### src/rtl/dm_access_ctrl.sv
// dm_access_ctrl
//   Initiator side of the MEM-stage data-memory interface. Accepts one load
//   or store per request. Loads are extracted and extended from the addressed
//   byte or halfword lane. Sub-word stores are performed as a read-modify-write
//   of the containing word. Requests that are misaligned or have an illegal
//   size are answered with an error and never touch memory.
// Ports
//   lsu_clk, lsu_reset_n        clock, asynchronous active-low reset
//   req_valid/req_ready         request handshake (ready only in IDLE)
//   req_we/size/signed/addr/wdata/pc  request fields, captured on accept
//   resp_valid/resp_ready       response handshake (response held until taken)
//   resp_rdata, resp_err        load result (0 for stores/errors), error flag
//   mem_addr/wdata/we, mem_rdata  word-wide memory port (combinational read)
module dm_access_ctrl #(
    parameter int ADDR_W = 32
) (
    input  logic              lsu_clk,
    input  logic              lsu_reset_n,
    input  logic              req_valid,
    output logic              req_ready,
    input  logic              req_we,
    input  logic [1:0]        req_size,
    input  logic              req_signed,
    input  logic [ADDR_W-1:0] req_addr,
    input  logic [31:0]       req_wdata,
    input  logic [31:0]       req_pc,
    output logic              resp_valid,
    input  logic              resp_ready,
    output logic [31:0]       resp_rdata,
    output logic              resp_err,
    output logic [ADDR_W-1:0] mem_addr,
    output logic [31:0]       mem_wdata,
    output logic              mem_we,
    input  logic [31:0]       mem_rdata
);

    typedef enum logic [1:0] {
        ST_IDLE = 2'd0,
        ST_RD   = 2'd1,
        ST_WR   = 2'd2,
        ST_RESP = 2'd3
    } state_t;

    state_t              state_q, state_d;
    logic [ADDR_W-1:0]   addr_q, addr_d;
    logic [1:0]          size_q, size_d;
    logic                signed_q, signed_d;
    logic                we_q, we_d;
    logic [31:0]         wdata_q, wdata_d;   // store data, later the merged word
    logic [31:0]         pc_q, pc_d;
    logic [31:0]         rdata_q, rdata_d;
    logic                err_q, err_d;

    // Size 11 is reserved; halfwords and words must be naturally aligned.
    function automatic logic is_illegal(input logic [1:0] size, input logic [1:0] lane);
        case (size)
            2'b00:   is_illegal = 1'b0;
            2'b01:   is_illegal = lane[0];
            2'b10:   is_illegal = (lane != 2'b00);
            default: is_illegal = 1'b1;
        endcase
    endfunction

    // Pick the addressed lane out of the word and zero- or sign-extend it.
    function automatic logic [31:0] load_extract(input logic [31:0] word, input logic [1:0] size,
                                                 input logic [1:0] lane, input logic sext);
        logic [7:0]  b;
        logic [15:0] h;
        b = word[8*lane +: 8];
        h = lane[1] ? word[31:16] : word[15:0];
        case (size)
            2'b00:   load_extract = {{24{sext & b[7]}}, b};
            2'b01:   load_extract = {{16{sext & h[15]}}, h};
            default: load_extract = word;
        endcase
    endfunction

    // Overlay the low byte/half of the store data onto the read word at the lane.
    function automatic logic [31:0] store_merge(input logic [31:0] word, input logic [31:0] data,
                                                input logic [1:0] size, input logic [1:0] lane);
        logic [31:0] w;
        w = word;
        case (size)
            2'b00:   w[8*lane +: 8] = data[7:0];
            2'b01:   w[16*lane[1] +: 16] = data[15:0];
            default: w = data;
        endcase
        store_merge = w;
    endfunction

    // Next-state and datapath capture for the request FSM.
    always_comb begin
        state_d  = state_q;
        addr_d   = addr_q;
        size_d   = size_q;
        signed_d = signed_q;
        we_d     = we_q;
        wdata_d  = wdata_q;
        pc_d     = pc_q;
        rdata_d  = rdata_q;
        err_d    = err_q;
        case (state_q)
            ST_IDLE: begin
                if (req_valid) begin
                    addr_d   = req_addr;
                    size_d   = req_size;
                    signed_d = req_signed;
                    we_d     = req_we;
                    wdata_d  = req_wdata;
                    pc_d     = req_pc;
                    rdata_d  = 32'h0000_0000;
                    err_d    = 1'b0;
                    if (is_illegal(req_size, req_addr[1:0])) begin
                        err_d   = 1'b1;
                        state_d = ST_RESP;
                    end else if (req_we && (req_size == 2'b10)) begin
                        state_d = ST_WR;
                    end else begin
                        state_d = ST_RD;
                    end
                end else begin
                    state_d = ST_IDLE;
                end
            end
            ST_RD: begin
                if (we_q) begin
                    wdata_d = store_merge(mem_rdata, wdata_q, size_q, addr_q[1:0]);
                    state_d = ST_WR;
                end else begin
                    rdata_d = load_extract(mem_rdata, size_q, addr_q[1:0], signed_q);
                    state_d = ST_RESP;
                end
            end
            ST_WR: begin
                state_d = ST_RESP;
            end
            ST_RESP: begin
                if (resp_ready) begin
                    state_d = ST_IDLE;
                end else begin
                    state_d = ST_RESP;
                end
            end
            default: begin
                state_d = ST_IDLE;
            end
        endcase
    end

    // State and captured-request registers.
    always_ff @(posedge lsu_clk or negedge lsu_reset_n) begin
        if (!lsu_reset_n) begin
            state_q  <= ST_IDLE;
            addr_q   <= {ADDR_W{1'b0}};
            size_q   <= 2'b00;
            signed_q <= 1'b0;
            we_q     <= 1'b0;
            wdata_q  <= 32'h0000_0000;
            pc_q     <= 32'h0000_0000;
            rdata_q  <= 32'h0000_0000;
            err_q    <= 1'b0;
        end else begin
            state_q  <= state_d;
            addr_q   <= addr_d;
            size_q   <= size_d;
            signed_q <= signed_d;
            we_q     <= we_d;
            wdata_q  <= wdata_d;
            pc_q     <= pc_d;
            rdata_q  <= rdata_d;
            err_q    <= err_d;
        end
    end

    // Outputs are decoded from registered state only, so reset clears them at once.
    assign req_ready  = (state_q == ST_IDLE);
    assign resp_valid = (state_q == ST_RESP);
    assign mem_we     = (state_q == ST_WR);
    assign resp_rdata = rdata_q;
    assign resp_err   = err_q;
    assign mem_addr   = {addr_q[ADDR_W-1:2], 2'b00};
    assign mem_wdata  = wdata_q;

`ifndef SYNTHESIS
    // Store trace, one line per committed memory write.
    always_ff @(posedge lsu_clk) begin
        if (state_q == ST_WR) begin
            $display("@%h:*%h<=%h", pc_q, mem_addr, mem_wdata);
        end
    end
`endif

endmodule

### config.mk
export PLATFORM = sky130hd
export DESIGN_NAME = dm_access_ctrl
export DESIGN_NICKNAME = d
export VERILOG_FILES = /design/src/rtl/dm_access_ctrl.sv
export SDC_FILE = /design/constraint.sdc
export NUM_CORES = 1
export LEC_CHECK = 0
export ABC_AREA = 1
export CORE_MARGIN = 2
export CORE_UTILIZATION = 40
export DETAILED_ROUTE_END_ITERATION = 16
export GPL_TIMING_DRIVEN = 0
export MAX_ROUTING_LAYER = met4
export PLACE_DENSITY = 0.79
export SLEW_MARGIN = 40
export SYNTH_ARGS = -nofsm -noshare
export SYNTH_HDL_FRONTEND = slang
export SYNTH_SLANG_ARGS = --single-unit
### constraint.sdc
create_clock -name lsu_clk -period 1.8 [get_ports lsu_clk]
set_input_delay 0.45 -clock lsu_clk [delete_from_list [all_inputs] [get_ports lsu_clk]]
set_output_delay 0.45 -clock lsu_clk [all_outputs]
set_load 0.01 [all_outputs]
==> results by group, run 1 <==
Run status
  • Outcome: finished, final reports clean

CTS
  • Latest clock arrival within the worst-skew pair: approximately 0.36 ns
  • CTS Buf Count: 9
  • H-tree levels: 3
  • TritonCTS clock tree: done
  • Clock buffer depth: 2
  • Reg clk slew, reported paths: ~0.07 ns
  • # clock sinks: roughly 100
  • Root buffer selected by CTS: clkbuf_16

Timing
  • # setup viols final: 0
  • Slew HR: between 50% and 60%
  • Worst Skew: between 0.006 and 0.007 ns
  • RSZ-0062 raised after global routing: yes
  • Hold Fails Final Rpt: 0
  • Final worst-path cycle share: between 90% and 100%
  • Final min period: roughly 1.8 ns
  • Pins Over Slew Limit: 0
  • Maximum clock frequency: ~560 MHz
  • Slew @ Worst Pin: between 0.6 and 0.7 ns

Routing
  • DR vias: roughly 6,500
  • Starting DRT DRC Count: between 400 and 500
  • Post-route ant nets: 0
  • Wire per inst: ~16 um
  • DR DRC count: 0
  • Routed WL: 20.90 mm
  • Vias per cell: 5.030
  • Drt pass-1 iters: 7

Synthesis
  • Post-Syn Area: a little over 6000 um^2
  • FF+latch count, synth: between 100 and 150
  • Yosys warnings: 0
  • Distinct cells, synth: 28
  • Seq/Total Area, Yosys: a little over two fifths
  • Mapped Cells: about 860
  • Mean post-synth cell area: 6.992 um^2

Finish
  • Leading cell type in the layout, fill and taps excluded: nand2_1
  • Non-Filler Instances: between 1,000 and 1,500
  • Layout cells sized above 1: about 13%
  • # diodes: 0
  • Fin nets: between 1,000 and 1,500
  • Leading cell types in the layout, fill and taps excluded: nand2_1, clkdlybuf4s50_1, dfrtp_1
  • Fin area: just under 9000 um^2
  • Area growth, synth to finish: 47.31%

Setup path
  • CP startpoint kind: register
  • FF-to-FF path depth: 8
  • Critical Path, Cell by Cell: buf_4 -> clkdlybuf4s50_1
  • Worst stage delay on the critical path: between 0.5 and 0.6 ns
  • Req. time, crit path: 1.35 ns
  • CP endpoint kind: output port
  • Worst reg2reg endpoint: mem_wdata[5]
  • Max Fanout on Critical Path: 2
  • Critical setup path kind: reg2out
  • Slowest cell on the critical path: clkdlybuf4s50_1
  • Critical Path AT: 1.34 ns
  • Reg-to-reg startpoint: size_q[1]
  • R2R Setup Slk: approximately 0.09 ns

Placement
  • I/O Buffers: between 200 and 250
  • Final HPWL DP: ~16 mm
  • Cells after DPL: 1,251
  • Cell Area, Placed: slightly above 8000 um^2
  • GPL Wtd Cong: a little under 1

GRT
  • GRT Util Overall: a little over a quarter
  • Number of global-route vias before repair: roughly 6,300
  • Total gr overflow: 0
  • Initial antenna violation count: 0
  • Largest net degree at the start of global routing: between 60 and 70
  • First-pass GRT wire length: ~33 mm

Pwr
  • Worst VDD drop: about 0.00077 V
  • Sw Ratio: a little over two fifths
  • Clock power share: between 10% and 20%
  • Total leakage power: 4.681 nW
  • Comb power frac: 58.5%
  • Power Internal: around 0.0084 W
  • Pwr Density: roughly 1700 nW/um^2
  • Seq pwr share: between 20% and 30%
  • NetSw: 0.006340 W

Floorplanning
  • Chip Height: ~130 um
  • Die area: roughly 16,000 um^2
  • Die Span X: 126.9 um
  • Rows: 44
  • Ports: ~240
  • Starting Density: roughly 41%
  • Core area: 14,640 um^2

Hold path
  • HP Class: in2async

Flow run
  • Max-cap violations: 0
==> registers in the layout, indices dropped and copies added (netlist names) <==
signal      flops
resp_err        1
addr_q         32
we_q            1
resp_rdata     32
signed_q        1
mem_wdata      32
size_q          2
state_q         2
==> worst max path at each step <==
stage | from | to | cells after the start
2_1_floorplan | addr_q[1] | mem_wdata[11] | 12
3_3_place_gp | lsu_reset_n | addr_q[27] | 1
3_5_place_dp | addr_q[1] | mem_wdata[16] | 10
4_1_cts | addr_q[12] | mem_addr[12] | 2
5_1_grt | addr_q[1] | mem_wdata[17] | 10
6_report | addr_q[9] | mem_addr[9] | 2
==> logic make-up (layout without fill, tap and decap cells) <==
logic type | count (synthesis) | after routing | synth area share, %
flops | 103 | 103 | 42.67
fa+ha+maj | 5 | 5 | 1.036
buf+inv | 123 | 357 | 10.34
simple gates | 503 | 503 | 33.33
other cells | 1 | 2 | 0.06208
compound gates | 122 | 122 | 11.41
mux | 7 | 7 | 1.160
==> cell usage after synthesis <==
cell       count  area [um^2]
mux2i_1        7        70.07
o2111ai_1      1        8.760
a21oi_1       31        155.2
ha_1           5        62.56
clkinv_1       3        11.26
o21ai_1        1        5.000
nand2_1      414         1554
clkbuf_1      14        52.55
nand3_1       45        225.2
a21boi_1       1        7.510
buf_4         34        255.2
o21ai_4        1        16.27
a21boi_0      17        127.6
nand2_4        3        33.78
buf_2         18        90.09
nand2_2        4        25.02
inv_4          2        12.51
buf_1          3        11.26
nor2_4         3        33.78
o21ai_0       55        275.3
nand3_4        1        17.52
nor2_1        33        123.9
buf_6          1        11.26
inv_1         42        157.7
inv_2          6        22.52
o22ai_1       15        93.84
dfrtp_1      103         2577
conb_1         1        3.750
==> power by group through the flow <==
| stage | clock network (W) | registers [W] | logic, W |
|---|---|---|---|
| after floorplan | 0 | 0.00428 | 0.00446 |
| after global placement | 0 | 0.00414 | 0.00802 |
| after detailed placement | 0 | 0.00416 | 0.00816 |
| after CTS | 0.00201 | 0.00414 | 0.00827 |
| after global routing | 0.00210 | 0.00427 | 0.00951 |
| final | 0.00197 | 0.00415 | 0.00863 |
==> layer usage <==
metal	vias to the layer above	routed length, um	track usage (%)
met2	323	9523	41.46
met4	0	837	12.35
met1	2925	8614	32.90
li1	3153	-	-
met3	53	1921	6.326
met5	-	0	-
==> repair_timing <==
| item | 4_1_cts | 5_1_grt |
|---|---|---|
| setup buffers | 4 | 15 |
| gates resized for setup | 55 | 48 |
| pin swaps | 1 | 12 |
| setup endpoints to repair | 60 | 62 |
| hold buffers | 0 | 0 |
| gates cloned | 0 | 0 |
==> cell type report <==
class | instances | area, um^2
inverters | 53 | 225.2
flip-flops and latches | 103 | 2587
repair buffers | 221 | 2188
fillers | 1362 | 5746
plain buffers | 68 | 439.2
multi-input cells | 639 | 2939
well taps | 184 | 230.2
clock buffers | 10 | 229.0
clock inverters | 5 | 60.06
==> metrics by stage <==
stage	utilization [%]	power (W)	setup WS (ns)	setup TNS, ns	hold WS (ns)
after CTS	59.34	0.01441	0.0005800	0	0.05566
final	60.77	0.01475	0.007977	0	0.02340
after global routing	60.77	0.01588	-0.02983	-0.1344	0.06637
after detailed placement	56.78	0.01232	-0.4305	-13.58	0.4340
after global placement	56.60	0.01216	-3.730	-394.85	0.4643
after floorplan	-	0.008736	0.001003	0	0.1544
==> worst max-delay path, delay by kind of cell (launching register included) <==
family	cells	cell delay [ns]
flip-flops	1	0.36
buffers and inverters	2	0.63
Power figures use the tool's default switching activity.
==> run 2, diff against run 1 <==
--- a/config.mk
+++ b/config.mk
@@ -9,7 +9,7 @@
 export CORE_MARGIN = 2
 export CORE_UTILIZATION = 40
 export DETAILED_ROUTE_END_ITERATION = 16
-export GPL_TIMING_DRIVEN = 0
+export GPL_ROUTABILITY_DRIVEN = 0
 export MAX_ROUTING_LAYER = met4
 export PLACE_DENSITY = 0.79
 export SLEW_MARGIN = 40
==> run 2 against run 1 <==
Compared with the run above: global-route usage is 2.3 points lower; utilization is 2.5 points lower; sequential power is 1% lower; setup slack improved by 0.048 ns; critical path depth decreased by 1; first-iteration DRC count grew 0.69%; die area is the same; total power is 6.3% lower; cell area is 4.1% lower; hold slack better by 0.14 ns; flip-flop and latch count did not move; largest cell class unchanged.
==> results by group, run 2 (synthesis results as in run 1) <==
Finish
  • Leading cell types in the layout, fill and taps excluded: nand2_1, clkdlybuf4s50_1, dfrtp_1 (unchanged)
  • Non-Filler Instances: 1,242 (was 1,283)
  • Area growth, synth to finish: 41.26% (was 47.31%)
  • Fin nets: 1,195 (was 1,236)
  • Layout cells sized above 1: 8.136% (was 12.65%)
  • Leading cell type in the layout, fill and taps excluded: nand2_1 (unchanged)

Setup path
  • Cell family with most CP delay: buffers and inverters (unchanged)
  • FF-to-FF path depth: 8 (unchanged)
  • Slowest cell on the critical path: clkdlybuf4s50_1 (unchanged)
  • Worst reg2reg endpoint: mem_wdata[6] (was mem_wdata[5])
  • Worst path bufs/invs: 1 (was 2)
  • Worst stage delay on the critical path: 0.55 ns (was 0.52 ns)
  • Max Fanout on Critical Path: 3 (was 2)
  • Critical setup path kind: reg2out (unchanged)
  • Req. time, crit path: 1.35 ns (about the same)
  • R2R Setup Slk: 0.15 ns (was 0.09 ns)
  • Reg-to-reg startpoint: size_q[0] (was size_q[1])
  • CP startpoint kind: register (unchanged)
  • Critical Path, Cell by Cell: clkdlybuf4s50_1 (was buf_4 -> clkdlybuf4s50_1)
  • Critical Path AT: 1.29 ns (was 1.34 ns)
  • CP endpoint kind: output port (unchanged)

CTS
  • H-tree levels: 3 (unchanged)
  • Root buffer selected by CTS: clkbuf_16 (unchanged)
  • # clock sinks: 103 (unchanged)
  • Reg clk slew, reported paths: 0.07 ns (about the same)
  • Clock buffer depth: 2 (unchanged)
  • CTS Buf Count: 9 (unchanged)
  • Latest clock arrival within the worst-skew pair: 0.34 ns (was 0.36 ns)
  • TritonCTS clock tree: done (unchanged)

Routing
  • Post-route ant nets: 0 (unchanged)
  • Starting DRT DRC Count: 438 (was 435)
  • Wire per inst: 15.24 um (was 16.29 um)
  • DR DRC count: 0 (unchanged)
  • Routed WL: 18.93 mm (was 20.90 mm)
  • Drt pass-1 iters: 7 (unchanged)
  • DR vias: 6,162 (was 6,454)
  • Vias per cell: 4.961 (was 5.030)

Pwr
  • Pwr Density: 1619 nW/um^2 (was 1657 nW/um^2)
  • Total leakage power: 4.277 nW (was 4.681 nW)
  • Worst VDD drop: 0.0007977 V (was 0.0007715 V)

Floorplanning
  • Rows: 44 (unchanged)
  • Starting Density: 41.25% (unchanged)
  • Core area: 14,640 um^2 (unchanged)
  • Ports: 236 (unchanged)
  • Die area: 16,100 um^2 (unchanged)
  • Chip Height: 126.9 um (unchanged)
  • Die Span X: 126.9 um (unchanged)

GRT
  • Total gr overflow: 0 (unchanged)
  • Number of global-route vias before repair: 6,048 (was 6,269)
  • First-pass GRT wire length: 29.93 mm (was 32.57 mm)
  • Largest net degree at the start of global routing: 104 (was 66)
  • Initial antenna violation count: 1 (was 0)
  • GRT Util Overall: 24.36% (was 26.63%)

Timing
  • Worst Skew: 0.003826 ns (was 0.006103 ns)
  • Slew HR: 63.09% (was 57.91%)
  • RSZ-0062 raised after global routing: no (was yes)
  • Pins Over Slew Limit: 0 (unchanged)
  • Final min period: 1.744 ns (was 1.792 ns)
  • Slew @ Worst Pin: 0.5536 ns (was 0.6313 ns)
  • Final worst-path cycle share: 96.90% (was 99.56%)
  • Hold Fails Final Rpt: 0 (unchanged)
  • Maximum clock frequency: 573.3 MHz (was 558.0 MHz)
  • Sum Neg Setup Slack: 0 ns (unchanged)
  • # setup viols final: 0 (unchanged)

Placement
  • Final HPWL DP: 14.49 mm (was 15.91 mm)
  • Cells after DPL: 1,224 (was 1,251)
  • I/O Buffers: 201 (unchanged)

Flow run
  • Max-cap violations: 0 (unchanged)

Run status
  • Outcome: finished, final reports clean (unchanged)

Hold path
  • HP Class: in2async (unchanged)
-- run 2: changes by cell type in the layout (fill, tap and decap cells not counted), sizes merged --
cell / previous run / this run
clkdlybuf4s50: 161 / 194
clkbuf: 26 / 14
bufinv: 1 / 0
buf: 74 / 48
clkinv: 4 / 3
diode: 0 / 1
dlymetal6s2s: 13 / 1
clkinvlp: 4 / 1
dlygate4sd2: 25 / 4
inv: 49 / 50
-- run 2: per-stage QoR --
| stage | instance area (um^2) | hold slack, ns | util [%] | total power, W | setup slack (ns) |
|---|---|---|---|---|---|
| floorplan | 6047 | 0.1544 | - | 0.008736 | 0.001003 |
| global placement | 8244 | 0.4619 | 56.30 | 0.01186 | -0.01321 |
| detailed placement | 8244 | 0.4646 | 56.30 | 0.01203 | -0.01568 |
| CTS | 8508 | 0.1924 | 58.10 | 0.01385 | 0.01195 |
| global route | 8533 | 0.2112 | 58.27 | 0.01496 | 0.006575 |
| finish | 8533 | 0.1674 | 58.27 | 0.01382 | 0.05582 |
-- run 2: layout make-up --
type / instances / area (um^2)
antenna: 1 / 2.502
fill: 1365 / 6111
multi-input combinational: 639 / 2859
inverter: 53 / 203.9
clock inverter: 1 / 7.507
sequential: 103 / 2581
tap: 184 / 230.2
timing repair buffer: 248 / 2409
clock buffer: 13 / 240.2
-- run 2: per-layer routing --
| metal | part of all wire [%] | track usage [%] | vias up |
|---|---|---|---|
| li1 | - | - | 3072 |
| met1 | 41 | 30.02 | 2729 |
| met2 | 46 | 38.17 | 318 |
| met3 | 9.0 | 6.622 | 43 |
| met4 | 3.6 | 9.761 | 0 |
| met5 | 0 | - | - |
-- run 2: how the worst max path moves through the flow --
stage	start	end	slack, ns	depth (start not counted)
2_1_floorplan	addr_q[1]	mem_wdata[11]	0.001	12
3_3_place_gp	mem_rdata[23]	resp_rdata[23]	-0.01	9
3_5_place_dp	mem_rdata[23]	resp_rdata[11]	-0.02	10
4_1_cts	state_q[1]	req_ready	0.01	3
5_1_grt	mem_wdata[9]	mem_wdata[9]	0.007	1
6_report	mem_wdata[9]	mem_wdata[9]	0.06	1
-- run 2: what timing repair did --
item                       CTS  global route
setup buffers                2             1
setup endpoints to repair   12            17
hold buffers                 0             0
resized for setup           10             7
-- run 2: worst register-to-register path: cells and delay by family (launching register included) --
kind,cells,cell delay (ns)
buffers and inverters,2,0.19
flip-flops,1,0.48
AND/OR/NAND/NOR,6,0.86
-- run 2: power by group --
group	internal [W]	switching (W)
Combinational	0.00368	0.00431
Clock	0.000926	0.000810
Sequential	0.00338	0.000711
==> run 3, diff against run 2 <==
--- a/config.mk
+++ b/config.mk
@@ -10,6 +10,7 @@
 export CORE_UTILIZATION = 40
 export DETAILED_ROUTE_END_ITERATION = 16
 export GPL_ROUTABILITY_DRIVEN = 0
+export GPL_TIMING_DRIVEN = 0
 export MAX_ROUTING_LAYER = met4
 export PLACE_DENSITY = 0.79
 export SLEW_MARGIN = 40
==> run 3 against run 2 <==
Compared with the run above: routed wire length is 8.5% higher; utilization increased by 2.0 points; combinational power is 5.3% higher; critical path depth is the same; clock power is 9.8% higher; register-to-register slack worse by 0.07 ns; sequential share of layout area shrank 0.94 points; sequential power rose by 2%; non-clock buffer count is 31 higher; clock skew rose by 0.0074 ns.
==> results by group, run 3 (synthesis results as in run 1) <==
Run status
  • Outcome: finished, final reports clean (unchanged)

Routing
  • DR DRC count: 0 (unchanged)
  • Drt pass-1 iters: 5 (was 7)
  • Post-route ant nets: 0 (unchanged)
  • Vias per cell: 5.166 (was 4.961)
  • Starting DRT DRC Count: 507 (was 438)
  • Routed WL: 20.54 mm (was 18.93 mm)
  • DR vias: 6,587 (was 6,162)
  • Wire per inst: 16.11 um (was 15.24 um)

CTS
  • CTS Buf Count: 9 (unchanged)
  • Latest clock arrival within the worst-skew pair: 0.36 ns (was 0.34 ns)
  • Root buffer selected by CTS: clkbuf_16 (unchanged)
  • H-tree levels: 3 (unchanged)
  • Reg clk slew, reported paths: 0.07 ns (about the same)
  • Clock buffer depth: 2 (unchanged)
  • # clock sinks: 103 (unchanged)
  • TritonCTS clock tree: done (unchanged)

Timing
  • Final min period: 1.760 ns (was 1.744 ns)
  • Slew @ Worst Pin: 0.5755 ns (was 0.5536 ns)
  • Hold Fails Final Rpt: 0 (unchanged)
  • Worst Skew: 0.01123 ns (was 0.003826 ns)
  • Slew HR: 61.63% (was 63.09%)
  • Maximum clock frequency: 568.0 MHz (was 573.3 MHz)
  • Pins Over Slew Limit: 0 (unchanged)
  • Final worst-path cycle share: 97.80% (was 96.90%)
  • Hold Slack: 0.4787 ns (was 0.1674 ns)
  • # setup viols final: 0 (unchanged)

Hold path
  • HP Class: reg2reg (was in2async)
  • Hold Path Depth: 2
  • Beginning of the worst hold path: addr_q[16]
  • Hold Path Sink: addr_q[16]

Floorplanning
  • Core area: 14,640 um^2 (unchanged)
  • Starting Density: 41.25% (unchanged)
  • Rows: 44 (unchanged)
  • Chip Height: 126.9 um (unchanged)
  • Die area: 16,100 um^2 (unchanged)
  • Die Span X: 126.9 um (unchanged)
  • Ports: 236 (unchanged)

Finish
  • Leading cell type in the layout, fill and taps excluded: nand2_1 (unchanged)
  • Post-layout util: 60.26% (was 58.27%)
  • Fill count: 1,363 (was 1,365)
  • Fin nets: 1,227 (was 1,195)
  • Leading cell types in the layout, fill and taps excluded: nand2_1, clkdlybuf4s50_1, dfrtp_1 (unchanged)
  • # diodes: 0 (was 1)
  • Layout cells sized above 1: 12.19% (was 8.136%)
  • Area growth, synth to finish: 46.09% (was 41.26%)

Placement
  • I/O Buffers: 201 (unchanged)
  • Final HPWL DP: 15.65 mm (was 14.49 mm)

GRT
  • Largest net degree at the start of global routing: 63 (was 104)
  • Initial antenna violation count: 0 (was 1)
  • GRT Util Overall: 26.00% (was 24.36%)
  • Total gr overflow: 0 (unchanged)
  • Number of global-route vias before repair: 6,261 (was 6,048)
  • First-pass GRT wire length: 31.80 mm (was 29.93 mm)

Setup path
  • CP startpoint kind: register (unchanged)
  • Max Fanout on Critical Path: 3 (unchanged)
  • FF-to-FF path depth: 11 (was 8)
  • Req. time, crit path: 1.35 ns (about the same)
  • Worst stage delay on the critical path: 0.55 ns (about the same)
  • Critical Path, Cell by Cell: clkdlybuf4s50_1 (unchanged)
  • Critical Path AT: 1.31 ns (was 1.29 ns)
  • Worst path bufs/invs: 1 (unchanged)
  • Critical setup path kind: reg2out (unchanged)
  • CP endpoint kind: output port (unchanged)
  • Worst reg2reg endpoint: resp_rdata[30] (was mem_wdata[6])
  • Reg-to-reg startpoint: addr_q[1] (was size_q[0])
  • R2R Setup Slk: 0.08 ns (was 0.15 ns)
  • Slowest cell on the critical path: clkdlybuf4s50_1 (unchanged)
  • Cell family with most CP delay: buffers and inverters (unchanged)

Pwr
  • Total leakage power: 4.652 nW (was 4.277 nW)
  • Worst VDD drop: 0.0007886 V (was 0.0007977 V)
  • Power, Total: 0.01449 W (was 0.01382 W)
  • Pwr Density: 1642 nW/um^2 (was 1619 nW/um^2)

Flow run
  • Max-cap violations: 0 (unchanged)
run 3: cell count changes in the layout (fill, tap and decap cells not counted), moves of 5 or more:
cell	before	now
o21ai_0	55	49
clkdlybuf4s50_1	194	158
dlymetal6s2s_1	1	12
dlygate4sd2_1	4	29
a21boi_0	17	12
clkbuf_1	4	9
buf_2	0	14
o21ai_1	0	6
run 3: how the worst max path moves through the flow:
stage                       startpoint              to  slack [ns]  cells past startpoint
final                     mem_wdata[9]    mem_wdata[9]        0.04                      1
after global routing         addr_q[1]  resp_rdata[21]       -0.01                     11
after CTS                   addr_q[22]    mem_addr[22]      0.0009                      2
after detailed placement     addr_q[1]   mem_wdata[18]       -0.41                     10
after global placement     lsu_reset_n      addr_q[27]       -3.72                      1
after floorplan              addr_q[1]   mem_wdata[11]       0.001                     12
run 3: report_power, final:
group | switching (W) | internal (W)
Clock | 0.000927 | 0.000982
Combinational | 0.00461 | 0.00380
Sequential | 0.000787 | 0.00338
run 3: metal layers:
layer,share of wire [%],GRT usage (%),vias to the layer above
li1,-,-,3131
met1,40,32.12,2984
met2,45,40.23,399
met3,10,6.031,73
met4,4.8,12.80,0
met5,0,-,-
run 3: layout make-up:
| cell class | instances | area [um^2] | share of cell area [%] |
|---|---|---|---|
| Multi-Input combinational cell | 639 | 2940 | 33.32 |
| Sequential cell | 103 | 2586 | 29.31 |
| Timing Repair Buffer | 212 | 2123 | 24.06 |
| Buffer | 67 | 435.4 | 4.934 |
| Clock buffer | 10 | 239.0 | 2.708 |
| Tap cell | 184 | 230.2 | 2.609 |
| Inverter | 53 | 221.5 | 2.510 |
| Clock inverter | 6 | 43.79 | 0.4962 |
| Timing Repair inverter | 1 | 5.005 | 0.05671 |
run 3: repair_timing:
| item | in CTS | in global routing |
|---|---|---|
| setup buffers | 3 | 6 |
| endpoints found under the setup margin | 64 | 74 |
| pin swaps | 2 | 6 |
| gates resized for setup | 61 | 46 |
| hold buffers | 1 | 0 |
| hold endpoints to repair | 41 | 0 |
| cloned | 0 | 1 |
run 3: stage by stage:
stage / setup TNS, ns / setup WS, ns / cells / area, um^2
floorplan: 0 / 0.001003 / 865 / 6047
global placement: -391.79 / -3.718 / 1250 / 8289
detailed placement: -11.19 / -0.4090 / 1251 / 8322
CTS: 0 / 0.0008654 / 1271 / 8678
global route: -0.04657 / -0.01189 / 1275 / 8825
finish: 0 / 0.03953 / 1275 / 8825
